--- src/rtl/store_buffer_pkg.sv ---
// Shared processor constants and the store-buffer entry layout.
package store_buffer_pkg;

    localparam int SB_DEPTH = 4;
    localparam int SB_AW    = 32;
    localparam int SB_DW    = 32;

    typedef struct packed {
        logic             valid;
        logic [SB_AW-1:0] addr;
        logic [SB_DW-1:0] data;
    } sb_entry_t;

endpackage

--- src/rtl/store_buffer_match.sv ---
// sb_match: parallel address compare over all entries and youngest-match select,
// walking from the head (oldest) so the last hit found is the youngest.
module sb_match
    import store_buffer_pkg::*;
#(
    parameter int DEPTH = SB_DEPTH,
    parameter int AW    = SB_AW,
    localparam int IW   = $clog2(DEPTH)
) (
    input  logic [DEPTH-1:0]         valid,
    input  logic [DEPTH-1:0][AW-1:0] addr,
    input  logic [IW-1:0]            head,
    input  logic [AW-1:0]            key,
    output logic                     hit,
    output logic [IW-1:0]            idx
);

    logic [DEPTH-1:0] match_s;
    logic [IW-1:0]    slot_s;

    for (genvar i = 0; i < DEPTH; i++) begin : g_cmp
        assign match_s[i] = valid[i] & (addr[i] == key);
    end

    // age-ordered priority select
    always_comb begin
        hit    = |match_s;
        idx    = head;
        slot_s = head;
        for (int k = 0; k < DEPTH; k++) begin
            slot_s = head + IW'(k);
            idx    = match_s[slot_s] ? slot_s : idx;
        end
    end

endmodule

--- src/rtl/store_buffer.sv ---
// Store buffer: circular FIFO of pending stores with youngest-entry merge,
// load forwarding, opportunistic drain to the data cache and flush.
module store_buffer
    import store_buffer_pkg::*;
#(
    parameter int DEPTH = SB_DEPTH,
    parameter int AW    = SB_AW,
    parameter int DW    = SB_DW,
    localparam int IW   = $clog2(DEPTH),
    localparam int PW   = IW + 1
) (
    input  logic          clk,
    input  logic          reset,
    input  logic          st_valid,
    input  logic [AW-1:0] st_addr,
    input  logic [DW-1:0] st_data,
    output logic          st_ready,
    input  logic          ld_valid,
    input  logic [AW-1:0] ld_addr,
    output logic          ld_hit,
    output logic [DW-1:0] ld_data,
    input  logic          mem_idle,
    input  logic          flush,
    output logic          dc_wr_valid,
    output logic [AW-1:0] dc_wr_addr,
    output logic [DW-1:0] dc_wr_data,
    input  logic          dc_wr_ready,
    output logic          full,
    output logic          empty,
    output logic [PW-1:0] count
);

    logic [PW-1:0]              head_r;
    logic [PW-1:0]              tail_r;
    logic [DEPTH-1:0]           valid_r;
    logic [DEPTH-1:0][AW-1:0]   addr_r;
    logic [DEPTH-1:0][DW-1:0]   data_r;
    logic                       flush_active_r;

    logic [IW-1:0] head_idx_s;
    logic [IW-1:0] tail_idx_s;
    logic [IW-1:0] young_idx_s;
    logic          full_s;
    logic          empty_s;
    logic          st_fire_s;
    logic          merge_s;
    logic          enq_s;
    logic          retire_s;
    logic [PW-1:0] head_nxt_s;
    logic [PW-1:0] tail_nxt_s;
    logic          flush_nxt_s;
    logic          match_hit_s;
    logic [IW-1:0] match_idx_s;

    assign head_idx_s  = head_r[IW-1:0];
    assign tail_idx_s  = tail_r[IW-1:0];
    assign young_idx_s = tail_idx_s - IW'(1);

    assign empty_s = (head_r == tail_r);
    assign full_s  = (head_idx_s == tail_idx_s) & (head_r[PW-1] != tail_r[PW-1]);

    assign st_ready    = ~full_s & ~flush_active_r;
    assign dc_wr_valid = ~empty_s & (mem_idle | full_s | flush_active_r);
    assign dc_wr_addr  = addr_r[head_idx_s];
    assign dc_wr_data  = data_r[head_idx_s];
    assign full        = full_s;
    assign empty       = empty_s;
    assign count       = tail_r - head_r;

    assign retire_s  = dc_wr_valid & dc_wr_ready;
    assign st_fire_s = st_valid & st_ready;
    // The head entry is never merged while it is offered, keeping the cache port stable.
    assign merge_s   = st_fire_s & valid_r[young_idx_s] & (addr_r[young_idx_s] == st_addr)
                     & ~(dc_wr_valid & (young_idx_s == head_idx_s));
    assign enq_s     = st_fire_s & ~merge_s;

    // next pointers and flush state
    always_comb begin
        head_nxt_s  = head_r;
        tail_nxt_s  = tail_r;
        flush_nxt_s = flush_active_r;
        if (retire_s) begin
            head_nxt_s = head_r + PW'(1);
        end else begin
            head_nxt_s = head_r;
        end
        if (enq_s) begin
            tail_nxt_s = tail_r + PW'(1);
        end else begin
            tail_nxt_s = tail_r;
        end
        if (head_nxt_s == tail_nxt_s) begin
            flush_nxt_s = 1'b0;
        end else begin
            flush_nxt_s = flush_active_r | (flush & ~empty_s);
        end
    end

    // pointer, valid-bit and flush registers
    always_ff @(posedge clk) begin
        if (reset) begin
            head_r         <= {PW{1'b0}};
            tail_r         <= {PW{1'b0}};
            valid_r        <= {DEPTH{1'b0}};
            flush_active_r <= 1'b0;
        end else begin
            head_r         <= head_nxt_s;
            tail_r         <= tail_nxt_s;
            flush_active_r <= flush_nxt_s;
            if (enq_s) begin
                valid_r[tail_idx_s] <= 1'b1;
            end
            if (retire_s) begin
                valid_r[head_idx_s] <= 1'b0;
            end
        end
    end

    // entry payload; contents are only observed through valid bits
    always_ff @(posedge clk) begin
        if (!reset && enq_s) begin
            addr_r[tail_idx_s] <= st_addr;
            data_r[tail_idx_s] <= st_data;
        end else if (!reset && merge_s) begin
            data_r[young_idx_s] <= st_data;
        end
    end

    sb_match #(
        .DEPTH (DEPTH),
        .AW    (AW)
    ) u_match (
        .valid (valid_r),
        .addr  (addr_r),
        .head  (head_idx_s),
        .key   (ld_addr),
        .hit   (match_hit_s),
        .idx   (match_idx_s)
    );

    assign ld_hit  = ld_valid & match_hit_s;
    assign ld_data = ld_hit ? data_r[match_idx_s] : {DW{1'b0}};

endmodule

--- config.mk ---
export PLATFORM = sky130hd
export DESIGN_NAME = store_buffer
export DESIGN_NICKNAME = d
export VERILOG_FILES = /design/src/rtl/store_buffer_pkg.sv /design/src/rtl/store_buffer_match.sv /design/src/rtl/store_buffer.sv
export SDC_FILE = /design/constraint.sdc
export NUM_CORES = 1
export LEC_CHECK = 0
export CAP_MARGIN = 25
export CORE_MARGIN = 4
export CORE_UTILIZATION = 50
export DETAILED_ROUTE_END_ITERATION = 8
export GPL_ROUTABILITY_DRIVEN = 1
export GPL_TIMING_DRIVEN = 1
export PLACE_DENSITY = 0.8
export SLEW_MARGIN = 20
export SYNTH_ARGS = -nofsm -noshare
export SYNTH_HDL_FRONTEND = slang
export SYNTH_SLANG_ARGS = --single-unit
export TNS_END_PERCENT = 5
--- constraint.sdc ---
create_clock -name clk -period 10.2 [get_ports clk]
set_clock_uncertainty 0.2 [all_clocks]
set_input_delay 1.53 -clock clk [delete_from_list [all_inputs] [get_ports clk]]
set_output_delay 1.53 -clock clk [all_outputs]
set_load 0.005 [all_outputs]
* After elaboration in Yosys (flattened, before gate mapping)
Index checks and enable logic that the tools add are counted.
** Storage, ports and cells
- Input bits :: 103
- Bits in writable memories :: 0
- ROM bits :: 0
- Register bits :: 267
- Word-level logic and storage cells :: 113
- Output and inout bits :: 104
- Memories :: 0
- Bits in latches :: 0
** Operators by class
- Magnitude comparators :: 10
- Multiplexer cells :: 38
- Equal/unequal tests :: 10
- Add/subtract/negate cells :: 7
- Div/mod/pow operators :: 0
- Bitwise logic cells :: 27
- Shift-type cells :: 0
- Reduce and logical (&&, ||, !) cells :: 9
- Multiply operators :: 0
** Operators by type and width (number)
- bitwise mux 128 bit :: 3
- binary-select mux 32 bit (select 2 bit) :: 4
- 2-to-1 mux 128 bit :: 2
- 2-to-1 mux 32 bit :: 7
- equality test 32 bit :: 5
- demux 32 bit (select 2 bit) :: 2
- < comparator 2 x 3 -> 1 bit, second input constant :: 7
- AND 1 bit :: 16
- 2-to-1 mux 4 bit :: 3
- binary-select mux 1 bit (select 2 bit) :: 4
- adder 3 x 1 -> 3 bit, second input constant :: 2
- equality test 3 bit :: 2
- >= comparator 2 x 1 -> 1 bit, second input constant :: 3
- 2-to-1 mux 1 bit :: 6
- 2-to-1 mux 2 bit :: 3
- 2-to-1 mux 3 bit :: 2
- logical AND 1 bit :: 5
- inverter 1 bit :: 5
- adder 2 bit, second input constant :: 2
- AND 4 bit :: 1
- demux 1 bit (select 2 bit) :: 2
- equality test 2 bit :: 2
- inverter 4 bit :: 1
- OR 4 bit :: 1
- other kinds (9) :: 11

* Depth between registers and ports, before layout
Gate-level depths: netlist of the first run.
- Depth in word-level cells :: 14
- Mapped depth :: 17
- Gate-level depth less buffers :: 10

* Hierarchy
A second synthesis of the first run with hierarchy kept.
** Unflattened totals
- Cells, all modules :: 976
- Area, all modules :: 15482.3 µm²
** By module, submodules not included
- store_buffer :: instances 1, sequential area each 7907.6 µm², cells each 783, area an instance 13969.6 µm²
- sb_match :: instances 1, sequential area each 0.0 µm², cells each 193, area an instance 1512.7 µm²

* Worst setup path before layout of the first run
OpenSTA, ideal clock, no wires.
- Kind :: in2out
- Start point :: input port ld_addr[27]
- End point :: output port ld_data[22]
- Stages on the path :: 10
- Arrival time :: 3.848 ns
- Path buffers :: 2
- Slack :: 4.622 ns
- Path through :: clkbuf_1 -> xnor2_1 -> nand2_1 -> or4b_2 -> a2111oi_0 -> nor3_1 -> a311oi_1 -> nand3_1 -> clkbuf_1 -> o22ai_1
** On the way
- Word-level cells in the longest chain between the ends :: 10
- Elaborated cells between the ends (all ways) :: 22
- Classes of those cells :: eq/ne: 4; mux: 12; bitwise: 5; reduce/logical: 1
** Ends and longest elaborated chain
- start, declared :: RTL line store_buffer.sv:19 : input logic [AW-1:0] ld_addr,
- equality test 32 bit :: RTL line store_buffer_match.sv:22 : assign match_s[i] = valid[i] & (addr[i] == key);
- AND 1 bit :: RTL line store_buffer_match.sv:22
- binary-select mux 1 bit (select 2 bit) :: RTL line store_buffer_match.sv:32 : idx = match_s[slot_s] ? slot_s : idx;
- 2-to-1 mux 1 bit (implied by the code) :: RTL line store_buffer_match.sv:32
- 2-to-1 mux 2 bit (3 in a row) :: RTL line store_buffer_match.sv:32
- binary-select mux 32 bit (select 2 bit) :: RTL line store_buffer.sv:142 : assign ld_data = ld_hit ? data_r[match_idx_s] : {DW{1'b0}};
- 2-to-1 mux 32 bit (implied by the code) :: RTL line store_buffer.sv:142
- 2-to-1 mux 32 bit * :: RTL line store_buffer.sv:142
- end, declared :: RTL line store_buffer.sv:21 : output logic [DW-1:0] ld_data,
Mark *: on every way between the ends. The rest lies on a longest branch, timed or not. The select of a mux whose other input is x is not followed.

* Worst setup path in the final report of the first run
- Start point :: input port ld_addr[27]
- End point :: output port ld_data[2]
The elaborated chain is that of the path after synthesis.

==> impl_metrics.tcl, run 1 <==
set metrics [dict create \
    run_status "finished clean" \
    gp_congestion 0.9720 \
    wire_per_inst_um 26.17 \
    syn_avg_cell_area_um2 13.75 \
    cts_resized 0 \
    tritoncts "built" \
    met1_usage_pct 37.18 \
    hold_buffers 0 \
    critical_path.most_common_cell "clkdlybuf4s50_1" \
    synth_area_um2 15220 \
    clkSinkCount 267 \
    startpoint_type "input port" \
    path_buf_inv 4 \
    gr-usage-met3_pct 4.604 \
    crit_required_ns 8.47 \
    clk_pin_slew_ns 0.06 \
    async_flop_share_pct 0 \
    cp_max_fo 46 \
    overflow 0 \
    clockBufferDepth 3 \
    n_fill_cell 2219 \
    hold_start "head_r[2]" \
    maxCapViolations 0 \
    period_minus_slack_ns 7.511 \
    die_w_um 182.5 \
    crit_chain "clkdlybuf4s50_1 > xor2_1 > nor4_1 > nand4_1 > or4_1 > a31o_2 > a31oi_4 > buf_4 > buf_16 > mux2i_1 > o22ai_1 > clkdlybuf4s50_1" \
    top_usage_layer "met2" \
    vias_per_cell 6.218 \
    syn_nets 1224 \
    layout-drive-gt1-share_pct 13.58 \
    ir_worst_vdd_mv 0.1371 \
    r2r-start "tail_r[0]" \
    synth-seq-cells 267 \
    max_stage_delay_ns 0.59 \
    grt_first_pass_wirelength_mm 67.06 \
    power.total_mw 3.182 \
    hp-class "reg2reg" \
    cp_slowest_cell "nor4_1" \
    ys_types 62 \
    timing.slew.headroom_pct 33.65 \
    path_class "in2out" \
    drc 0 \
    drt_wl_total_mm 44.73 \
    grt_max_degree 65 \
    io_buffers 206 \
    cellLeakagePower_nw 5.884 \
    ioPinCount 207 \
    firstDrtPassIters 6 \
    hold_end "head_r[2]" \
    cp.arrival_ns 5.78 \
    rows 63 \
    hold_viol_final 0 \
    antenna_found_initial 1 \
    cts_root_buf "clkbuf_16" \
    rr_worst_depth 14 \
    gr-usage-all-layers_pct 26.23 \
    fin_tns_setup_ns 0 \
    post_cts_buffers 0 \
    cp_top_family "buffers and inverters" \
    fmaxAchievable_mhz 133.1 \
    core_area_um2 29870 \
    setup-violations-final 0 \
    cp-end-kind "output pin" \
    cts.htree.levels 1 \
    synth_edf_count 256 \
    post-route-util_pct 62.75 \
    die_area_um2 33300 \
    power_density_nw_per_um2 169.7 \
    num_vias 10630 \
    cts_buffers 29 \
    clk_latency_ns 0.56 \
    fin_crit_sh_pct 73.64 \
    area_delta_synth_final_pct 23.13 \
    dp_hpwl_mm 31.26 \
    start_util_pct 50.96 \
    holdPathStages 2 \
    seq_area_frac_synth_pct 51.94 \
    antenna_left 0 \
    worst_pin_slew_ns 0.9953 \
    drt_iter0_drc 1265 \
    synth_cells 1107 \
    nets 1413 \
    use_met2_pct 42.73 \
    hold_ws_ns 0.3376 \
    rsz0062_at_grt "no" \
    reg2reg_setup_slack_ns 3.49 \
    synth_ff_type "edfxtp_1" \
    die_h_um 182.5 \
    drv_slew 0 \
    rr_endpoint "data_r[67]" \
    grt_pass1_vias 10780 \
    ys_warn_count 0 \
]
layer usage:
layer  vias up  routed length [um]
li1       4621                   -
met1      5405               18430
met2       538               21500
met3        62                3846
met4         0                 952
met5         -                   0
report_power, final:
group / switching, mW / leakage, nW / internal, mW
combinational: 0.431 / 2.97 / 0.389
clock: 0.452 / 0.439 / 0.575
sequential: 0.0517 / 2.48 / 1.28
cell type report:
| cell class | instances | area (um2) | share of cell area (%) |
|---|---|---|---|
| Clock inverter | 23 | 198.9 | 1.061 |
| Multi-Input combinational cell | 755 | 7029 | 37.50 |
| Inverter | 17 | 63.81 | 0.3404 |
| Sequential cell | 267 | 7916 | 42.23 |
| Clock buffer | 30 | 729.5 | 3.891 |
| Tap cell | 390 | 488.0 | 2.603 |
| Timing Repair Buffer | 226 | 2317 | 12.36 |
| Antenna cell | 1 | 2.502 | 0.01335 |
metrics by stage:
stage	worst slack (ns)	instances	area [um2]
floorplan	4.622	1107	15220
global placement	2.620	1649	17660
detailed placement	2.538	1653	17770
CTS	2.531	1706	18700
global route	2.644	1709	18750
finish	2.689	1709	18750
registers in the layout, indices dropped and copies added, names as in the netlist:
name,cells
addr_r,128
data_r,128
valid_r,4
head_r,3
tail_r,3
flush_active_r,1
synthesized netlist by cell type, types with 5 or more instances:
| library cell | instances | share of area, % |
|---|---|---|
| a21oi_1 | 12 | 0.39 |
| buf_1 | 11 | 0.27 |
| buf_2 | 23 | 0.76 |
| buf_4 | 10 | 0.49 |
| clkbuf_1 | 22 | 0.54 |
| dfxtp_1 | 11 | 1.4 |
| edfxtp_1 | 256 | 50 |
| ha_1 | 13 | 1.1 |
| inv_1 | 17 | 0.42 |
| mux2_2 | 5 | 0.37 |
| mux2i_1 | 97 | 6.4 |
| mux4_2 | 82 | 12 |
| nand2_1 | 26 | 0.64 |
| nand3_1 | 9 | 0.30 |
| nand4_1 | 32 | 1.3 |
| nor2_1 | 38 | 0.94 |
| nor2b_1 | 128 | 5.3 |
| nor3_1 | 8 | 0.26 |
| nor4_1 | 24 | 0.99 |
| o21a_1 | 5 | 0.25 |
| o21ai_0 | 5 | 0.16 |
| o22ai_1 | 34 | 1.4 |
| or4_1 | 5 | 0.25 |
| xnor2_1 | 86 | 4.9 |
| xor2_1 | 81 | 4.7 |
placed cells by master, fill, tap and decap left out, types with 24 or more instances in the layout:
cell type and instances:
clkbuf_16 29, clkdlybuf4s50_1 206, edfxtp_1 256, mux2i_1 93, mux4_2 82, nand2_1 26, nand4_1 32, nor2_1 30
nor2b_1 128, nor4_1 24, o22ai_1 34, xnor2_1 86, xor2_1 81
cells by family after synthesis:
| family | share of synthesized area [%] |
|---|---|
| AO/OA/AOI/OAI | 4.504 |
| XOR/XNOR | 9.607 |
| adder cells (fa/ha/maj) | 1.200 |
| buffers and inverters | 2.630 |
| flip-flops | 51.94 |
| multiplexers | 18.88 |
| AND/OR/NAND/NOR | 11.24 |
worst reg2reg max path, delay by kind of cell (launching register included):
| kind | cells | cell delay [ns] |
|---|---|---|
| buffers and inverters | 5 | 2.03 |
| AND/OR/NAND/NOR | 3 | 1.33 |
| adder cells (fa/ha/maj) | 1 | 1.13 |
| AO/OA/AOI/OAI | 2 | 0.80 |
| multiplexers | 3 | 0.62 |
| flip-flops | 1 | 0.31 |
worst max-delay path by stage:
| stage | startpoint | slack, ns | end | depth (start not counted) |
|---|---|---|---|---|
| 5_1_grt | ld_addr[24] | 2.64 | ld_data[11] | 12 |
| 4_1_cts | ld_addr[27] | 2.53 | ld_data[11] | 11 |
| 3_5_place_dp | ld_addr[27] | 2.54 | ld_data[19] | 11 |
| 3_3_place_gp | ld_addr[27] | 2.62 | ld_data[31] | 11 |
| 2_1_floorplan | ld_addr[27] | 4.62 | ld_data[22] | 10 |
| 6_report | ld_addr[27] | 2.69 | ld_data[2] | 12 |
Power figures use the tool's default switching activity.
==> inputs of run 2 (changes only) <==
==> constraint.sdc (replaced) <==
create_clock -name clk -period 7.8 [get_ports clk]
set_clock_uncertainty 0.2 [all_clocks]
set_input_delay 1.17 -clock clk [delete_from_list [all_inputs] [get_ports clk]]
set_output_delay 1.17 -clock clk [all_outputs]
set_load 0.005 [all_outputs]
==> run 2 against run 1 <==
- flip-flop and latch count unchanged
- critical path depth fell by 1
- design area is essentially flat
- sequential share of layout area hardly changed
- sequential power increased by 32%
- die area unchanged
- wire length decreased by 2.1%
- count of clock-buffer cells in the layout up 4
==> impl_metrics.tcl, run 2 (synthesis results as in run 1) <==
set metrics [dict create \
    fmaxAchievable_mhz 148.6 \
    drt_iter0_drc 1198 \
    gr-usage-all-layers_pct 25.67 \
    clkSinkCount 267 \
    die_w_um 182.5 \
    critical_path.most_common_cell "clkdlybuf4s50_1" \
    cts_resized 0 \
    run_status "finished clean" \
    pre_cts_ws_ns 1.208 \
    hold_end "head_r[2]" \
    post_cts_buffers 0 \
    clockBufferDepth 3 \
    rows 63 \
    wire_per_inst_um 25.61 \
    core_area_um2 29870 \
    grt_max_degree 47 \
    n_fill_cell 2191 \
    layout-drive-gt1-share_pct 13.36 \
    io_buffers 206 \
    path_class "in2out" \
    die_area_um2 33300 \
    maxCapViolations 0 \
    cts_buffers 28 \
    area_delta_synth_final_pct 23.04 \
    hp-class "reg2reg" \
    ioPinCount 207 \
    holdPathStages 2 \
    crit_required_ns 6.43 \
    rr_endpoint "data_r[79]" \
    cts.htree.levels 1 \
    num_vias 10620 \
    cp.arrival_ns 5.36 \
    grt_first_pass_wirelength_mm 65.92 \
    cellLeakagePower_nw 5.879 \
    cts_root_buf "clkbuf_16" \
    cp-startpoint "ld_addr[4]" \
    rr_worst_depth 13 \
    power_density_nw_per_um2 220.5 \
    setup-violations-final 0 \
    timing.slew.headroom_pct 41.01 \
    period_minus_slack_ns 6.730 \
    ir_worst_vdd_mv 0.2000 \
    rsz0062_at_grt "no" \
    hold_buffers 0 \
    seqCellArea_um2 7916 \
    cp-end-kind "output pin" \
    start_util_pct 50.96 \
    hold_start "head_r[2]" \
    cp_max_fo 28 \
    tritoncts "built" \
    r2r-start "tail_r[1]" \
    antenna_found_initial 4 \
    vias_per_cell 6.209 \
    clk_pin_slew_ns 0.06 \
    final_common_cell "edfxtp_1" \
    firstDrtPassIters 5 \
    nets 1412 \
    drv_slew 0 \
    crit_chain "clkdlybuf4s50_1 > xor2_1 > nor4_1 > nand4_1 > or4_1 > a31o_2 > a31oi_4 > buf_12 > mux2i_1 > o22ai_1 > clkdlybuf4s50_1" \
    worst_pin_slew_ns 0.8849 \
    max_stage_delay_ns 0.62 \
    clk_latency_ns 0.56 \
    die_h_um 182.5 \
    finalWorstSetupSlack_ns 1.070 \
    reg_top3 "addr_r x128, data_r x128, valid_r x4" \
    fin_crit_sh_pct 86.28 \
    startpoint_type "input port" \
    fin_tns_setup_ns 0 \
    layout_common_cells "256 x edfxtp_1, 206 x clkdlybuf4s50_1, 128 x nor2b_1" \
    antenna_left 0 \
    reg2reg_setup_slack_ns 1.99 \
    drc 0 \
    overflow 0 \
    gp_congestion 0.9703 \
    multi_input_area_um2 7029 \
    grt_pass1_vias 10610 \
    dp_hpwl_mm 31.02 \
    hold_viol_final 0 \
    drt_wl_total_mm 43.80 \
    cp_slowest_cell "a31oi_4" \
]
==> run 2: cell types whose count changed in the layout (fill, tap and decap cells not counted) <==
cell | previous run | this run
clkbuf_1 | 1 | 5
clkinv_1 | 5 | 3
clkinvlp_4 | 6 | 4
diode_2 | 1 | 3
clkinv_4 | 3 | 4
inv_6 | 2 | 1
inv_8 | 1 | 0
==> run 2: cell type report <==
class                   instances  area share [%]
flip-flops and latches        267           42.26
clock inverters                18          0.8817
multi-input cells             755           37.53
diodes                          3         0.04008
clock buffers                  34           3.974
repair buffers                226           12.37
well taps                     390           2.605
inverters                      17          0.3407
==> run 2: worst max-delay path by stage <==
stage | endpoint | slack, ns | cells past startpoint
CTS | ld_data[2] | 1.16 | 11
global route | ld_data[4] | 0.94 | 11
floorplan | data_r[0] | 2.39 | 16
finish | ld_data[2] | 1.07 | 11
global placement | ld_data[4] | 1.15 | 11
detailed placement | ld_data[4] | 1.21 | 11
==> run 2: worst max-delay path, delay by kind of cell <==
kind            cells  cell delay, ns
mux                 1            0.25
buf+inv             3            1.40
simple gates        3            1.26
compound gates      3            1.05
xor+xnor            1            0.21
==> run 2: metrics by stage <==
step           power [mW]  hold slack (ns)  area [um2]  cells  util, %
3_5_place_dp        2.824           0.3324       17810   1655    59.63
6_report            4.131           0.3445       18730   1710    62.70
2_1_floorplan       2.368           0.2621       15220   1107        -
5_1_grt             4.280           0.3989       18730   1710    62.70
4_1_cts             4.136           0.3476       18720   1707    62.68
3_3_place_gp        2.804           0.3162       17700   1651    59.26
==> run 2: layer usage <==
layer	global-route usage [%]	vias to the layer above	share of wire [%]	wire, um
met5	0	-	0	0
met4	8.046	0	3.4	1501
met1	35.98	5297	40	17660
met3	4.285	101	9.1	3978
met2	41.40	587	47	20660
li1	-	4633	-	-
==> run 2: power by group <==
group,total (mW),switching [mW],internal [mW],leakage [nW]
Combinational,1.06,0.552,0.508,2.97
Sequential,1.75,0.0686,1.68,2.48
Clock,1.33,0.574,0.751,0.433
==> inputs of run 3 (changes only) <==
--- a/config.mk
+++ b/config.mk
@@ -8,6 +8,7 @@
 export CAP_MARGIN = 25
 export CORE_MARGIN = 4
 export CORE_UTILIZATION = 50
+export CTS_BUF_LIST = sky130_fd_sc_hd__clkbuf_2
 export DETAILED_ROUTE_END_ITERATION = 8
 export GPL_ROUTABILITY_DRIVEN = 1
 export GPL_TIMING_DRIVEN = 1
==> constraint.sdc (replaced) <==
create_clock -name clk -period 7.8 [get_ports clk]
set_clock_uncertainty 0.2 [all_clocks]
set_input_delay 1.56 -clock clk [delete_from_list [all_inputs] [get_ports clk]]
set_output_delay 1.56 -clock clk [all_outputs]
set_load 0.005 [all_outputs]
==> run 3 against run 2 <==
- hold slack got worse by 0.0038 ns
- maximum frequency decreased by 7.9%
- largest power group unchanged
- first-iteration DRC count decreased by 3.3%
- largest cell class unchanged
- critical endpoint is now ld_data[1]
==> impl_metrics.tcl, run 3 (synthesis results as in run 1) <==
set metrics [dict create \
    layout_common_cells "256 x edfxtp_1, 206 x clkdlybuf4s50_1, 128 x nor2b_1" \
    timing.slew.headroom_pct 37.81 \
    hold_ws_ns 0.3407 \
    rsz0062_at_grt "no" \
    cp.arrival_ns 5.55 \
    grt_pass1_vias 10990 \
    post_cts_buffers 0 \
    worst_pin_slew_ns 0.9329 \
    grt_max_degree 65 \
    firstDrtPassIters 6 \
    fmaxAchievable_mhz 136.9 \
    rows 63 \
    clk_latency_ns 0.87 \
    tritoncts "built" \
    wire_per_inst_um 25.02 \
    pwr-share-seq_pct 45.6 \
    fin_crit_sh_pct 93.66 \
    startpoint_type "input port" \
    reg_top3 "addr_r x128, data_r x128, valid_r x4" \
    max_stage_delay_ns 0.74 \
    p_int_mw 2.599 \
    drt_iter0_drc 1159 \
    drt_wl_total_mm 44.61 \
    core_area_um2 29870 \
    grt_first_pass_wirelength_mm 67.09 \
    hold_buffers 0 \
    run_status "finished clean" \
    cp_slowest_cell "a21bo_2" \
    setup-violations-final 0 \
    path_class "in2out" \
    ir_worst_vdd_mv 0.1326 \
    start_util_pct 50.96 \
    antenna_left 0 \
    sw_frac_of_total_pct 32.09 \
    hp-class "reg2reg" \
    seqCellArea_um2 7916 \
    crit_chain "clkdlybuf4s50_1 > xor2_1 > or4_1 > nor4_1 > nand4_1 > and4_1 > o31ai_1 > a21bo_2 > o22ai_1 > clkdlybuf4s50_1" \
    num_vias 10810 \
    power_switching_mw 1.228 \
    fin_tns_setup_ns 0 \
    cp-end-kind "output pin" \
    ioPinCount 207 \
    critical_path.most_common_cell "clkdlybuf4s50_1" \
    nets 1457 \
    dp_hpwl_mm 31.11 \
    gr-usage-all-layers_pct 26.48 \
    multi_input_area_um2 7029 \
    vias_per_cell 6.061 \
    fin_area_um2 18470 \
    die_area_um2 33300 \
    gp_congestion 0.9764 \
    antenna_found_initial 2 \
    clockBufferDepth 3 \
    die_h_um 182.5 \
    crit_required_ns 6.04 \
    drc 0 \
    power_density_nw_per_um2 207.2 \
    maxCapViolations 0 \
    cp_max_fo 32 \
    clk_pin_slew_ns 0.08 \
    clkPwrFrac_pct 26.5 \
    area_delta_synth_final_pct 21.32 \
    layout-drive-gt1-share_pct 17.17 \
    cts_buffers 73 \
    holdPathStages 2 \
    rr_worst_depth 13 \
    cts.htree.levels 3 \
    power.total_mw 3.827 \
    overflow 0 \
    period_minus_slack_ns 7.305 \
    die_w_um 182.5 \
    n_fill_cell 2335 \
    final_common_cell "edfxtp_1" \
    io_buffers 206 \
    combPwrFrac_pct 27.9 \
    cellLeakagePower_nw 5.930 \
    drv_slew 0 \
    placed_cell_area_um2 17790 \
    clkSinkCount 267 \
    cts_root_buf "clkbuf_2" \
    cts_resized 0 \
    hold_viol_final 0 \
]
## run 3: changes by cell type in the layout (fill, tap and decap cells not counted), sizes merged
cell / previous run / this run
clkinv: 11 / 24
clkinvlp: 4 / 1
clkbuf: 34 / 99
diode: 3 / 1
## run 3: metrics by stage
step,util (%),setup slack [ns],std cells
finish,61.83,0.4948,1783
global route,61.83,0.2872,1783
CTS,61.82,0.5163,1782
detailed placement,59.56,0.5168,1655
global placement,59.22,0.5530,1651
floorplan,-,2.162,1107
## run 3: area by class of cell
class / count / share of cell area [%]
timing repair buffer: 226 / 12.44
multi-input combinational: 755 / 38.06
sequential: 267 / 42.86
inverter: 17 / 0.3455
clock buffer: 99 / 2.683
clock inverter: 28 / 0.9619
tap: 390 / 2.642
antenna: 1 / 0.01355
## run 3: path summary, 6_finish.rpt
kind                end   startpoint  slack [ns]
min reg2reg   head_r[2]    head_r[2]        0.34
max          ld_data[1]  ld_addr[23]        0.49
min           head_r[2]    head_r[2]        0.34
max reg2reg  data_r[36]    tail_r[1]        2.16
## run 3: critical path: cells and delay by family
family	cells	cell delay (ns)
XOR/XNOR	1	0.20
AO/OA/AOI/OAI	3	1.29
AND/OR/NAND/NOR	4	1.34
buffers and inverters	2	1.11
## run 3: per-layer routing
layer  up-vias  share of wire, %  wire length, um  GRT usage, %
met1      5384                41            18200         36.75
met2       585                47            21010         41.75
met4         0               2.2             1002         7.295
met3        86               9.9             4399         6.936
met5         -                 0                0             0
li1       4751                 -                -             -
## run 3: power groups by stage
stage          sequential, mW  combinational, mW  clock (mW)
6_report                 1.74               1.07        1.01
5_1_grt                  1.75               1.13        1.11
4_1_cts                  1.74               1.06        1.03
3_5_place_dp             1.78               1.06           0
3_3_place_gp             1.77               1.04           0
2_1_floorplan            1.74              0.624           0
